File: src/rtl/vectored_int.sv
// Vectored interrupt source selector.
// Edge-captures four peripheral completion pulses, keeps them sticky until
// acknowledged, and drives the jump-vector address of the highest-priority
// outstanding source (done1 highest, done4 lowest).
module vectored_int #(
    parameter logic [31:0] BASE_ADDR = 32'h0000_01F0,
    parameter logic [31:0] STRIDE    = 32'd4
) (
    input  logic        clk,
    input  logic        reset,
    input  logic        int_ack,
    input  logic        done1,
    input  logic        done2,
    input  logic        done3,
    input  logic        done4,
    output logic [31:0] int_addr,
    output logic        irq,
    output logic [1:0]  int_id
);

    logic [3:0] done_in;
    logic [3:0] done_q, done_d;
    logic [3:0] pend_q, pend_d;
    logic [3:0] rise;
    logic [3:0] req;
    logic       req_any;
    logic       lvl_any;
    logic [1:0] sel;
    logic       sel_vld;

    assign done_in = {done4, done3, done2, done1};

    // Edge detect and request merge; a rise is visible in the same cycle so
    // the controller can acknowledge it without waiting for the register.
    always_comb begin
        rise    = done_in & ~done_q;
        req     = pend_q | rise;
        req_any = |req;
        lvl_any = |done_in;
    end

    // Fixed-priority select: pending/edge requests first, raw levels as fallback.
    always_comb begin
        sel     = 2'd0;
        sel_vld = 1'b0;
        if (req_any) begin
            sel_vld = 1'b1;
            if      (req[0]) sel = 2'd0;
            else if (req[1]) sel = 2'd1;
            else if (req[2]) sel = 2'd2;
            else             sel = 2'd3;
        end else if (lvl_any) begin
            sel_vld = 1'b1;
            if      (done_in[0]) sel = 2'd0;
            else if (done_in[1]) sel = 2'd1;
            else if (done_in[2]) sel = 2'd2;
            else                 sel = 2'd3;
        end
    end

    // Vector address and status outputs; idle drives all zeros.
    always_comb begin
        int_addr = 32'h0;
        int_id   = 2'd0;
        irq      = req_any | lvl_any;
        if (sel_vld) begin
            int_addr = BASE_ADDR + STRIDE * {30'd0, sel};
            int_id   = sel;
        end
    end

    // Next state: ack consumes only the selected request, and only when it
    // came from a pending/edge request (a level-fallback ack clears nothing).
    always_comb begin
        done_d = done_in;
        pend_d = req;
        if (int_ack && req_any) begin
            pend_d[sel] = 1'b0;
        end
    end

    // State registers with synchronous reset; reset beats a concurrent ack.
    always_ff @(posedge clk) begin
        if (reset) begin
            done_q <= 4'd0;
            pend_q <= 4'd0;
        end else begin
            done_q <= done_d;
            pend_q <= pend_d;
        end
    end

endmodule

File: config.mk
export PLATFORM = sky130hd
export DESIGN_NAME = vectored_int
export DESIGN_NICKNAME = d
export VERILOG_FILES = /design/src/rtl/vectored_int.sv
export SDC_FILE = /design/constraint.sdc
export NUM_CORES = 1
export LEC_CHECK = 0
export BUFFER_PORTS_ARGS = -buffer_cell sky130_fd_sc_hd__buf_4
export CAP_MARGIN = 20
export CORE_MARGIN = 2
export CORE_UTILIZATION = 39
export CTS_CLUSTER_DIAMETER = 50
export DETAILED_ROUTE_END_ITERATION = 10
export PLACE_DENSITY = 0.76
export SYNTH_ARGS = -nofsm -noshare
export SYNTH_HDL_FRONTEND = slang
export SYNTH_SLANG_ARGS = --single-unit
File: constraint.sdc
create_clock -name clk -period 3.5 [get_ports clk]
set_input_delay 0.525 -clock clk [delete_from_list [all_inputs] [get_ports clk]]
set_output_delay 0.525 -clock clk [all_outputs]
set_load 0.005 [all_outputs]
==> reports/metrics.cfg, run 1 <==
[run_status]
status = finished clean

[placed_design]
gp_congestion = 0.728
placedCellCount = 94
hpwl_um = 745
portBuffers = 16

[synthesis]
synthCells = 70
ys_ff_latch = 8
synth_area_um2 = 608
netlist.area_leader.share_pct = 39.5
ys_seq_area_share_pct = 26.3
yosysWarnings = 0
synth_edf_count = 0
yosysTopAreaCell = buf_4
synthFlopType = dfxtp_1
ys_top_cells_by_area = buf_4 40%, dfxtp_1 26%, a311oi_1 4.3%, nor2b_1 4.1%, a2111oi_2 2.5%
ys_types = 23
netlist_top_cells_count = 32 x buf_4, 8 x dfxtp_1, 4 x nor2b_1
synth_most_common_cell = buf_4
synthArstFlopShare_pct = 0
synth_area_per_cell_um2 = 8.69

[grt]
grt_usage_pct = 10.2
grt_max_degree = 9
overflow = 0
grt_pass1_vias = 337
grt_pass1_wl_um = 1380
antenna_found_initial = 0

[die]
ioPinCount = 42
core-area_um2 = 1490
die_w_um = 43.5
fp.dieH_um = 43.5
start_util_pct = 40.8
rows = 14
fp.dieArea_um2 = 1890

[timing]
finalMaxSlewViolations = 0
timing.fmax_mhz = 468
finalSetupViolations = 0
rsz0062_at_grt = no
setup_tns_ns = 0
fin_crit_sh_pct = 61.0
clock_skew_ns = 0.00245
hold_ws_ns = 0.478
period_minus_slack_ns = 2.14
hold_viol_final = 0

[clock_tree]
cts_root_buf = clkbuf_4
post_cts_buffers = 0
cts_buffers = 3
ctsResizeCount = 0
cts_tree = done
clk_latency_ns = 0.24
clock-sinks = 8
clock_path_buffers = 2
h-tree-depth = 1
path_clk_slew_ns = 0.05
holdBufCountCts = 0

[pwr]
switching_power_w = 0.0000558
netSwitchingFraction_pct = 25.9
total_power_w = 0.000215
seqPwrFrac_pct = 46.2
leakage_nw = 0.303
ir_worst_vdd_mv = 0.0969
clock_power_share_pct = 30.3
power_frac_comb_pct = 23.4
internal_power_w = 0.000160
power.density_nw_per_um2 = 347

[worst_setup_path]
critPathMaxFanout = 6
reg2reg_from = done_q[0]$_SDFF_PP0_
end_kind = primary output
r2r_setup_slack_ns = 2.44
worst_ep_arrival_time_ns = 1.61
start_kind = input pin
r2r_cells = 3
path_class = input pin to primary output
reg2reg_to = pend_q[3]$_SDFF_PP0_
critPathLaunch = done2
crit_required_ns = 2.97

[finish]
layout.nets = 90
antenna_cells = 0
drive_above_1_share_pct = 29.6
final_cells = 97
fin_util_pct = 41.7
area_growth_pct = 2.06

[routing]
totalWireLength_um = 855
first_iter_violations = 3
antenna_left = 0
dr.pass1.iters = 4
vias = 424
wl_per_cell_um = 8.81
drcViolationCount = 0
vias_per_cell = 4.37

[flow_run]
maxCapViolations = 0

[min_path]
hold_class = input pin to register
hp-start = int_ack
hold_depth = 2
hold_end = pend_q[0]$_SDFF_PP0_

## how the worst max path moves through the flow
stage	endpoint	slack, ns	depth (start not counted)
2_1_floorplan	int_addr[4]	1.58	4
3_3_place_gp	int_addr[8]	1.44	5
3_5_place_dp	int_addr[8]	1.35	5
4_1_cts	int_addr[8]	1.35	5
5_1_grt	int_addr[8]	1.22	5
6_report	int_addr[8]	1.36	5
## area by class of cell
| type | count | area (µm²) |
|---|---|---|
| Tap cell | 16 | 20.0 |
| Clock buffer | 3 | 22.5 |
| Fill cell | 160 | 868 |
| Sequential cell | 8 | 160 |
| Inverter | 3 | 11.3 |
| Multi-Input combinational cell | 51 | 287 |
| Timing Repair Buffer | 16 | 120 |
## layout by cell type, fill, tap and decap left out, drive strengths merged, types with 2 or more instances in the layout
cell | Yosys | layout
a211oi | 2 | 2
a21oi | 2 | 2
a311oi | 4 | 4
and2b | 2 | 2
buf | 32 | 16
clkbuf | 0 | 3
conb | 1 | 25
dfxtp | 8 | 8
inv | 3 | 3
nor2 | 2 | 2
nor2b | 4 | 4
## through the flow
stage	cell area [µm²]	setup slack [ns]
global route	621	1.22
CTS	621	1.35
global placement	598	1.44
finish	621	1.36
floorplan	698	1.58
detailed placement	598	1.35
## per-layer routing
| metal | track usage [%] | vias to the layer above | wire (µm) |
|---|---|---|---|
| li1 | - | 204 | - |
| met1 | 10.2 | 191 | 321 |
| met2 | 17.3 | 29 | 420 |
| met3 | 3.75 | 0 | 113 |
| met4 | 7.27 | 0 | 0 |
| met5 | 0 | - | 0 |
## logic make-up after synthesis
family / synth area share, %
flops: 26.3
simple gates: 15.0
other cells: 0.617
buf+inv: 41.4
compound gates: 16.7
## state kept, by name (all words and copies together), names as in the netlist
name    count
done_q      4
pend_q      4
## critical path, stage by stage
cell and delay [ns]:
buf_4 0.12, and2b_4 0.18, a2111oi_2 0.27, nand4_1 0.29, buf_4 0.22
## power by group through the flow
| stage | clock network [W] | registers, W | logic [W] |
|---|---|---|---|
| 4_1_cts | 0.0000705 | 0.0000995 | 0.0000504 |
| 6_report | 0.0000653 | 0.0000996 | 0.0000505 |
| 2_1_floorplan | 0 | 0.000101 | 0.0000534 |
| 3_5_place_dp | 0 | 0.000101 | 0.0000502 |
| 3_3_place_gp | 0 | 0.000101 | 0.0000492 |
| 5_1_grt | 0.0000741 | 0.000100 | 0.0000572 |
Power figures use the tool's default switching activity.
==> run 2: changes to the inputs <==
Clock period 3.5 ns to 2.1 ns, I/O delays scaled along.
==> run 2 against run 1 <==
- clock skew up 0.0026 ns
- hold slack lost 0.23 ns
- die area unchanged
- non-clock buffer count did not move
- via count is 0.94% lower
==> reports/metrics.cfg, run 2 (synthesis results as in run 1) <==
[worst_setup_path]
reg2reg_to = pend_q[3]$_SDFF_PP0_  ; unchanged
crit_chain = inv_1, a2111oi_2, nand4_1, buf_4  ; was buf_4, and2b_4, a2111oi_2, nand4_1, buf_4
end_kind = primary output  ; unchanged
cpMaxStageDelayCell = a2111oi_2  ; was nand4_1
r2r_setup_slack_ns = 1.04  ; was 2.44 ns
max_stage_delay_ns = 0.41  ; was 0.29 ns
r2r_cells = 3  ; unchanged
critPathLaunch = done_q[0]$_SDFF_PP0_  ; was done2
critPathMaxFanout = 6  ; unchanged
reg2reg_from = done_q[0]$_SDFF_PP0_  ; unchanged
worst_ep_arrival_time_ns = 1.53  ; was 1.61 ns
start_kind = register  ; was input pin
crit_end = int_addr[8]  ; unchanged
path_class = register to primary output  ; was input pin to primary output
crit_required_ns = 1.78  ; was 2.97 ns

[routing]
drcViolationCount = 0  ; unchanged
highest_layer = met4  ; was met3
vias = 420  ; was 424
wl_per_cell_um = 9.91  ; was 8.81 µm
antenna_left = 0  ; unchanged
totalWireLength_um = 961  ; was 855 µm
wl_met3_um = 129  ; was 113 µm
first_iter_violations = 8  ; was 3
vias_per_cell = 4.33  ; was 4.37
wirelength_met1_um = 324  ; was 321 µm
dr.pass1.iters = 4  ; unchanged
wl_met2_um = 493  ; was 420 µm

[clock_tree]
holdBufCountCts = 0  ; unchanged
cts_tree = done  ; unchanged
ctsResizeCount = 0  ; unchanged
path_clk_slew_ns = 0.05  ; about the same
clk_latency_ns = 0.25  ; was 0.24 ns
clock_path_buffers = 2  ; unchanged
h-tree-depth = 1  ; unchanged
clock-sinks = 8  ; unchanged
cts_root_buf = clkbuf_4  ; unchanged
cts_buffers = 3  ; unchanged
post_cts_buffers = 0  ; unchanged

[die]
fp.dieH_um = 43.5  ; unchanged
die_w_um = 43.5  ; unchanged
ioPinCount = 42  ; unchanged
core-area_um2 = 1490  ; unchanged
fp.dieArea_um2 = 1890  ; unchanged
start_util_pct = 40.8  ; unchanged
rows = 14  ; unchanged

[placed_design]
pre_cts_ws_ns = 0.374  ; was 1.35 ns
hpwl_um = 821  ; was 745 µm
placedCellCount = 94  ; unchanged
gp_congestion = 0.771  ; was 0.728
portBuffers = 16  ; unchanged

[finish]
area_growth_pct = 2.06  ; unchanged
final_cell_mix = 25 x conb_1, 16 x buf_4, 8 x dfxtp_1  ; unchanged
drive_above_1_share_pct = 29.6  ; unchanged
fin_util_pct = 41.7  ; unchanged
antenna_cells = 0  ; unchanged
reg_top3 = done_q x4, pend_q x4  ; unchanged
final_common_cell = conb_1  ; unchanged
layout.nets = 90  ; unchanged
fillers = 156  ; was 160
final_cells = 97  ; unchanged

[pwr]
internal_power_w = 0.000266  ; was 0.000160 W
clock_power_share_pct = 31.1  ; was 30.3%
leakage_nw = 0.303  ; unchanged
ir_worst_vdd_mv = 0.180  ; was 0.0969 mV
switching_power_w = 0.0000988  ; was 0.0000558 W
netSwitchingFraction_pct = 27.1  ; was 25.9%
total_power_w = 0.000365  ; was 0.000215 W
power_frac_comb_pct = 23.4  ; about the same
seqPwrFrac_pct = 45.5  ; was 46.2%
power.density_nw_per_um2 = 588  ; was 347 nW/µm²

[timing]
worst_slack_ns = 0.259  ; was 1.36 ns
finalSetupViolations = 0  ; unchanged
fin_crit_sh_pct = 87.7
clock_skew_ns = 0.00506  ; was 0.00245 ns
hold_viol_final = 0  ; unchanged
finalMaxSlewViolations = 0  ; unchanged
timing.fmax_mhz = 543
period_minus_slack_ns = 1.84
rsz0062_at_grt = no  ; unchanged
setup_tns_ns = 0  ; unchanged

[grt]
grt_pass1_wl_um = 1500  ; was 1380 µm
overflow = 0  ; unchanged
grt_usage_pct = 11.5  ; was 10.2%
antenna_found_initial = 0  ; unchanged
grt_pass1_vias = 351  ; was 337
grt_max_degree = 9  ; unchanged

[run_status]
status = finished clean  ; unchanged

[flow_run]
maxCapViolations = 0  ; unchanged

[min_path]
hold_class = input pin to register  ; unchanged

==> run 2: cell counts in the layout (fill, tap and decap cells not counted) <==
Identical to the previous run, type by type.
==> run 2: area by class of cell <==
cell class / instances / area, µm² / share of cell area [%]
Clock buffer: 3 / 22.5 / 3.63
Sequential cell: 8 / 160 / 25.8
Multi-Input combinational cell: 51 / 287 / 46.2
Timing Repair Buffer: 16 / 120 / 19.4
Tap cell: 16 / 20.0 / 3.23
Inverter: 3 / 11.3 / 1.81
==> run 2: metrics by stage <==
step	area, µm²	hold slack [ns]
4_1_cts	621	0.239
2_1_floorplan	698	0.387
3_5_place_dp	598	0.513
6_report	621	0.253
5_1_grt	621	0.255
3_3_place_gp	598	0.515
==> run 2: power groups by stage <==
stage	Sequential (W)	Combinational, W	Clock (W)
floorplan	0.000168	0.0000889	0
global placement	0.000169	0.0000820	0
detailed placement	0.000169	0.0000848	0
CTS	0.000166	0.0000850	0.000120
global route	0.000167	0.0000954	0.000130
finish	0.000166	0.0000855	0.000114
==> run 2: worst min path at each step <==
stage | startpoint | to | slack [ns] | cells after the start
3_5_place_dp | int_ack | pend_q[0]$_SDFF_PP0_ | 0.51 | 2
5_1_grt | int_ack | pend_q[0]$_SDFF_PP0_ | 0.26 | 2
4_1_cts | int_ack | pend_q[0]$_SDFF_PP0_ | 0.24 | 2
2_1_floorplan | reset | done_q[0]$_SDFF_PP0_ | 0.39 | 1
3_3_place_gp | int_ack | pend_q[0]$_SDFF_PP0_ | 0.51 | 2
6_report | int_ack | pend_q[0]$_SDFF_PP0_ | 0.25 | 2
==> run 2: metal layers <==
| metal | track usage [%] | up-vias |
|---|---|---|
| met5 | 0 | - |
| met4 | 9.09 | 0 |
| met3 | 5.42 | 2 |
| met2 | 19.4 | 35 |
| met1 | 10.5 | 180 |
| li1 | - | 203 |
==> run 2: worst max-delay path: cells and delay by family (launching register included) <==
| kind | cells | cell delay (ns) |
|---|---|---|
| compound gates | 1 | 0.41 |
| flops | 1 | 0.30 |
| simple gates | 1 | 0.29 |
| buf+inv | 2 | 0.28 |
==> run 3: changes to the inputs <==
Settings changed: ABC_AREA set to 1, PLACE_DENSITY 0.76 to 0.74.
==> run 3 against run 2 <==
- synthesized cell count increased by 24%
- sequential power about the same
- global-route usage shrank 1.8 points
- flip-flop and latch count is the same
- hold slack improved by 0.010 ns
- highest routed layer unchanged
==> reports/metrics.cfg, run 3 <==
[run_status]
status = finished clean  ; unchanged

[finish]
final_common_cell = conb_1  ; unchanged
final_cells = 114  ; was 97
final_cell_mix = 25 x conb_1, 16 x buf_4, 8 x inv_1, 8 x nor2_1, 8 x dfxtp_1  ; was 25 x conb_1, 16 x buf_4, 8 x dfxtp_1
antenna_cells = 0  ; unchanged
drive_above_1_share_pct = 33.7  ; was 29.6%
reg_top3 = done_q x4, pend_q x4  ; unchanged
area_growth_pct = 1.89  ; was 2.06%
layout.nets = 107  ; was 90

[timing]
fin_crit_sh_pct = 77.4  ; was 87.7%
period_minus_slack_ns = 1.62  ; was 1.84 ns
finalMaxSlewViolations = 0  ; unchanged
timing.fmax_mhz = 615  ; was 543 MHz
finalSetupViolations = 0  ; unchanged
clock_skew_ns = 0.000680  ; was 0.00506 ns
setup_tns_ns = 0  ; unchanged
hold_viol_final = 0  ; unchanged
rsz0062_at_grt = no  ; unchanged

[die]
die_w_um = 45.2  ; was 43.5 µm
core-area_um2 = 1540  ; was 1490 µm²
start_util_pct = 42.9  ; was 40.8%
fp.dieArea_um2 = 2040  ; was 1890 µm²
rows = 14  ; unchanged
ioPinCount = 42  ; unchanged
fp.dieH_um = 45.2  ; was 43.5 µm

[routing]
antenna_left = 0  ; unchanged
first_iter_violations = 1  ; was 8
totalWireLength_um = 955  ; was 961 µm
vias = 441  ; was 420
vias_per_cell = 3.87  ; was 4.33
dr.pass1.iters = 4  ; unchanged
wl_per_cell_um = 8.38  ; was 9.91 µm
drcViolationCount = 0  ; unchanged

[grt]
grt_max_degree = 8  ; was 9
grt_pass1_vias = 329  ; was 351
antenna_found_initial = 0  ; unchanged
grt_pass1_wl_um = 1370  ; was 1500 µm
grt_usage_pct = 9.69  ; was 11.5%
overflow = 0  ; unchanged

[pwr]
power.density_nw_per_um2 = 574  ; was 588 nW/µm²
leakage_nw = 0.374  ; was 0.303 nW
total_power_w = 0.000386  ; was 0.000365 W
ir_worst_vdd_mv = 0.200  ; was 0.180 mV

[clock_tree]
h-tree-depth = 1  ; unchanged
clock-sinks = 8  ; unchanged
post_cts_buffers = 0  ; unchanged
cts_root_buf = clkbuf_4  ; unchanged
ctsResizeCount = 0  ; unchanged
clk_latency_ns = 0.26  ; was 0.25 ns
path_clk_slew_ns = 0.05  ; about the same
cts_tree = done  ; unchanged
cts_buffers = 3  ; unchanged
holdBufCountCts = 0  ; unchanged
clock_path_buffers = 2  ; unchanged

[worst_setup_path]
max_stage_delay_ns = 0.30  ; was 0.41 ns
worst_ep_arrival_time_ns = 1.31  ; was 1.53 ns
start_kind = register  ; unchanged
reg2reg_to = pend_q[1]$_SDFF_PP0_  ; was pend_q[3]$_SDFF_PP0_
r2r_setup_slack_ns = 1.08  ; was 1.04 ns
path_class = register to primary output  ; unchanged
crit_chain = inv_1, nand2_1, nand2_2, a21oi_1, inv_1, nor2_1, buf_4  ; was inv_1, a2111oi_2, nand4_1, buf_4
r2r_cells = 7  ; was 3
path_buf_inv = 3  ; was 2
reg2reg_from = done_q[2]$_SDFF_PP0_  ; was done_q[0]$_SDFF_PP0_
path_delay_family = flip-flops  ; was compound AO/OA/AOI/OAI gates
end_kind = primary output  ; unchanged
critPathMaxFanout = 3  ; was 6
cpMostUsedCell = inv_1
cpMaxStageDelayCell = dfxtp_1  ; was a2111oi_2
crit_required_ns = 1.78  ; about the same
cp.depth = 7  ; was 4

[synthesis]
ys_top_cells_by_area = buf_4 36%, dfxtp_1 24%, o21bai_4 8.5%, inv_1 4.5%, nor2_1 4.5%  ; was buf_4 40%, dfxtp_1 26%, a311oi_1 4.3%, nor2b_1 4.1%, a2111oi_2 2.5%
synthFlopType = dfxtp_1  ; unchanged
synth_area_per_cell_um2 = 7.59  ; was 8.69 µm²
synth_area_um2 = 661  ; was 608 µm²
synth_most_common_cell = buf_4  ; unchanged
ys_seq_area_share_pct = 24.2  ; was 26.3%
synthArstFlopShare_pct = 0  ; unchanged
ys_ff_latch = 8  ; unchanged
yosysTopAreaCell = buf_4  ; unchanged
netlist_top_cells_count = 32 x buf_4, 8 x dfxtp_1, 8 x inv_1, 8 x nor2_1, 6 x nand2_1  ; was 32 x buf_4, 8 x dfxtp_1, 4 x nor2b_1
synthCells = 87  ; was 70
ys_types = 17  ; was 23
yosysWarnings = 0  ; unchanged
netlist.area_leader.share_pct = 36.4  ; was 39.5%
synth_edf_count = 0  ; unchanged

[placed_design]
hpwl_um = 821  ; about the same
gp_congestion = 0.804  ; was 0.771
placedCellCount = 111  ; was 94
portBuffers = 16  ; unchanged

[min_path]
hold_depth = 2  ; unchanged
hp-start = int_ack  ; unchanged
hold_end = pend_q[2]$_SDFF_PP0_  ; was pend_q[0]$_SDFF_PP0_
hold_class = input pin to register  ; unchanged

[flow_run]
maxCapViolations = 0  ; unchanged

-- run 3: cell count changes in the layout (fill, tap and decap cells not counted), moves of 3 or more --
cell / change
a311oi_1: -3
inv_1: +5
inv_2: +5
nand2_1: +6
nand2_2: +3
nor2_1: +7
nor2b_1: -4
o21bai_4: +3
-- run 3: layer usage --
layer	vias to the layer above	part of all wire, %	track usage [%]
li1	229	-	-
met1	177	38	11.4
met2	33	45	15.1
met3	2	15	1.20
met4	0	2.3	8.82
met5	-	0	0
-- run 3: per-stage QoR --
step           utilization, %  area [µm²]  hold slack [ns]  worst slack, ns
2_1_floorplan               -         751            0.387            0.823
4_1_cts                  43.7         673            0.266            0.439
6_report                 43.7         673            0.263            0.475
3_3_place_gp             42.2         651            0.533            0.635
5_1_grt                  43.7         673            0.278            0.370
3_5_place_dp             42.2         651            0.534            0.596
-- run 3: power breakdown --
group | internal (W) | leakage (nW) | switching (W) | total, W
Sequential | 0.000162 | 0.0665 | 0.00000530 | 0.000168
Clock | 0.0000654 | 0.0138 | 0.0000531 | 0.000118
Combinational | 0.0000445 | 0.293 | 0.0000557 | 0.000100
-- run 3: how the worst max path moves through the flow --
stage,from,end,slack (ns)
6_report,done_q[2]$_SDFF_PP0_,int_id[0],0.48
5_1_grt,done_q[2]$_SDFF_PP0_,int_id[0],0.37
4_1_cts,done_q[2]$_SDFF_PP0_,int_id[0],0.44
3_5_place_dp,done3,int_id[0],0.60
3_3_place_gp,done3,int_addr[2],0.64
2_1_floorplan,pend_q[1]$_SDFF_PP0_,int_addr[4],0.82
-- run 3: final cells by class --
| type | count | area [µm²] |
|---|---|---|
| clock buffers | 3 | 22.5 |
| fillers | 154 | 868 |
| inverters | 13 | 48.8 |
| multi-input cells | 58 | 302 |
| flip-flops and latches | 8 | 160 |
| well taps | 16 | 20.0 |
| repair buffers | 16 | 120 |
-- run 3: kinds of logic (layout without fill, tap and decap cells) --
family	Yosys count	count (layout)	synth area share [%]
and+or+nand+nor	24	24	17.6
DFF	8	8	24.2
buffers and inverters	45	32	43.8
other	1	25	0.568
AOI/OAI and AO/OA	9	9	13.8
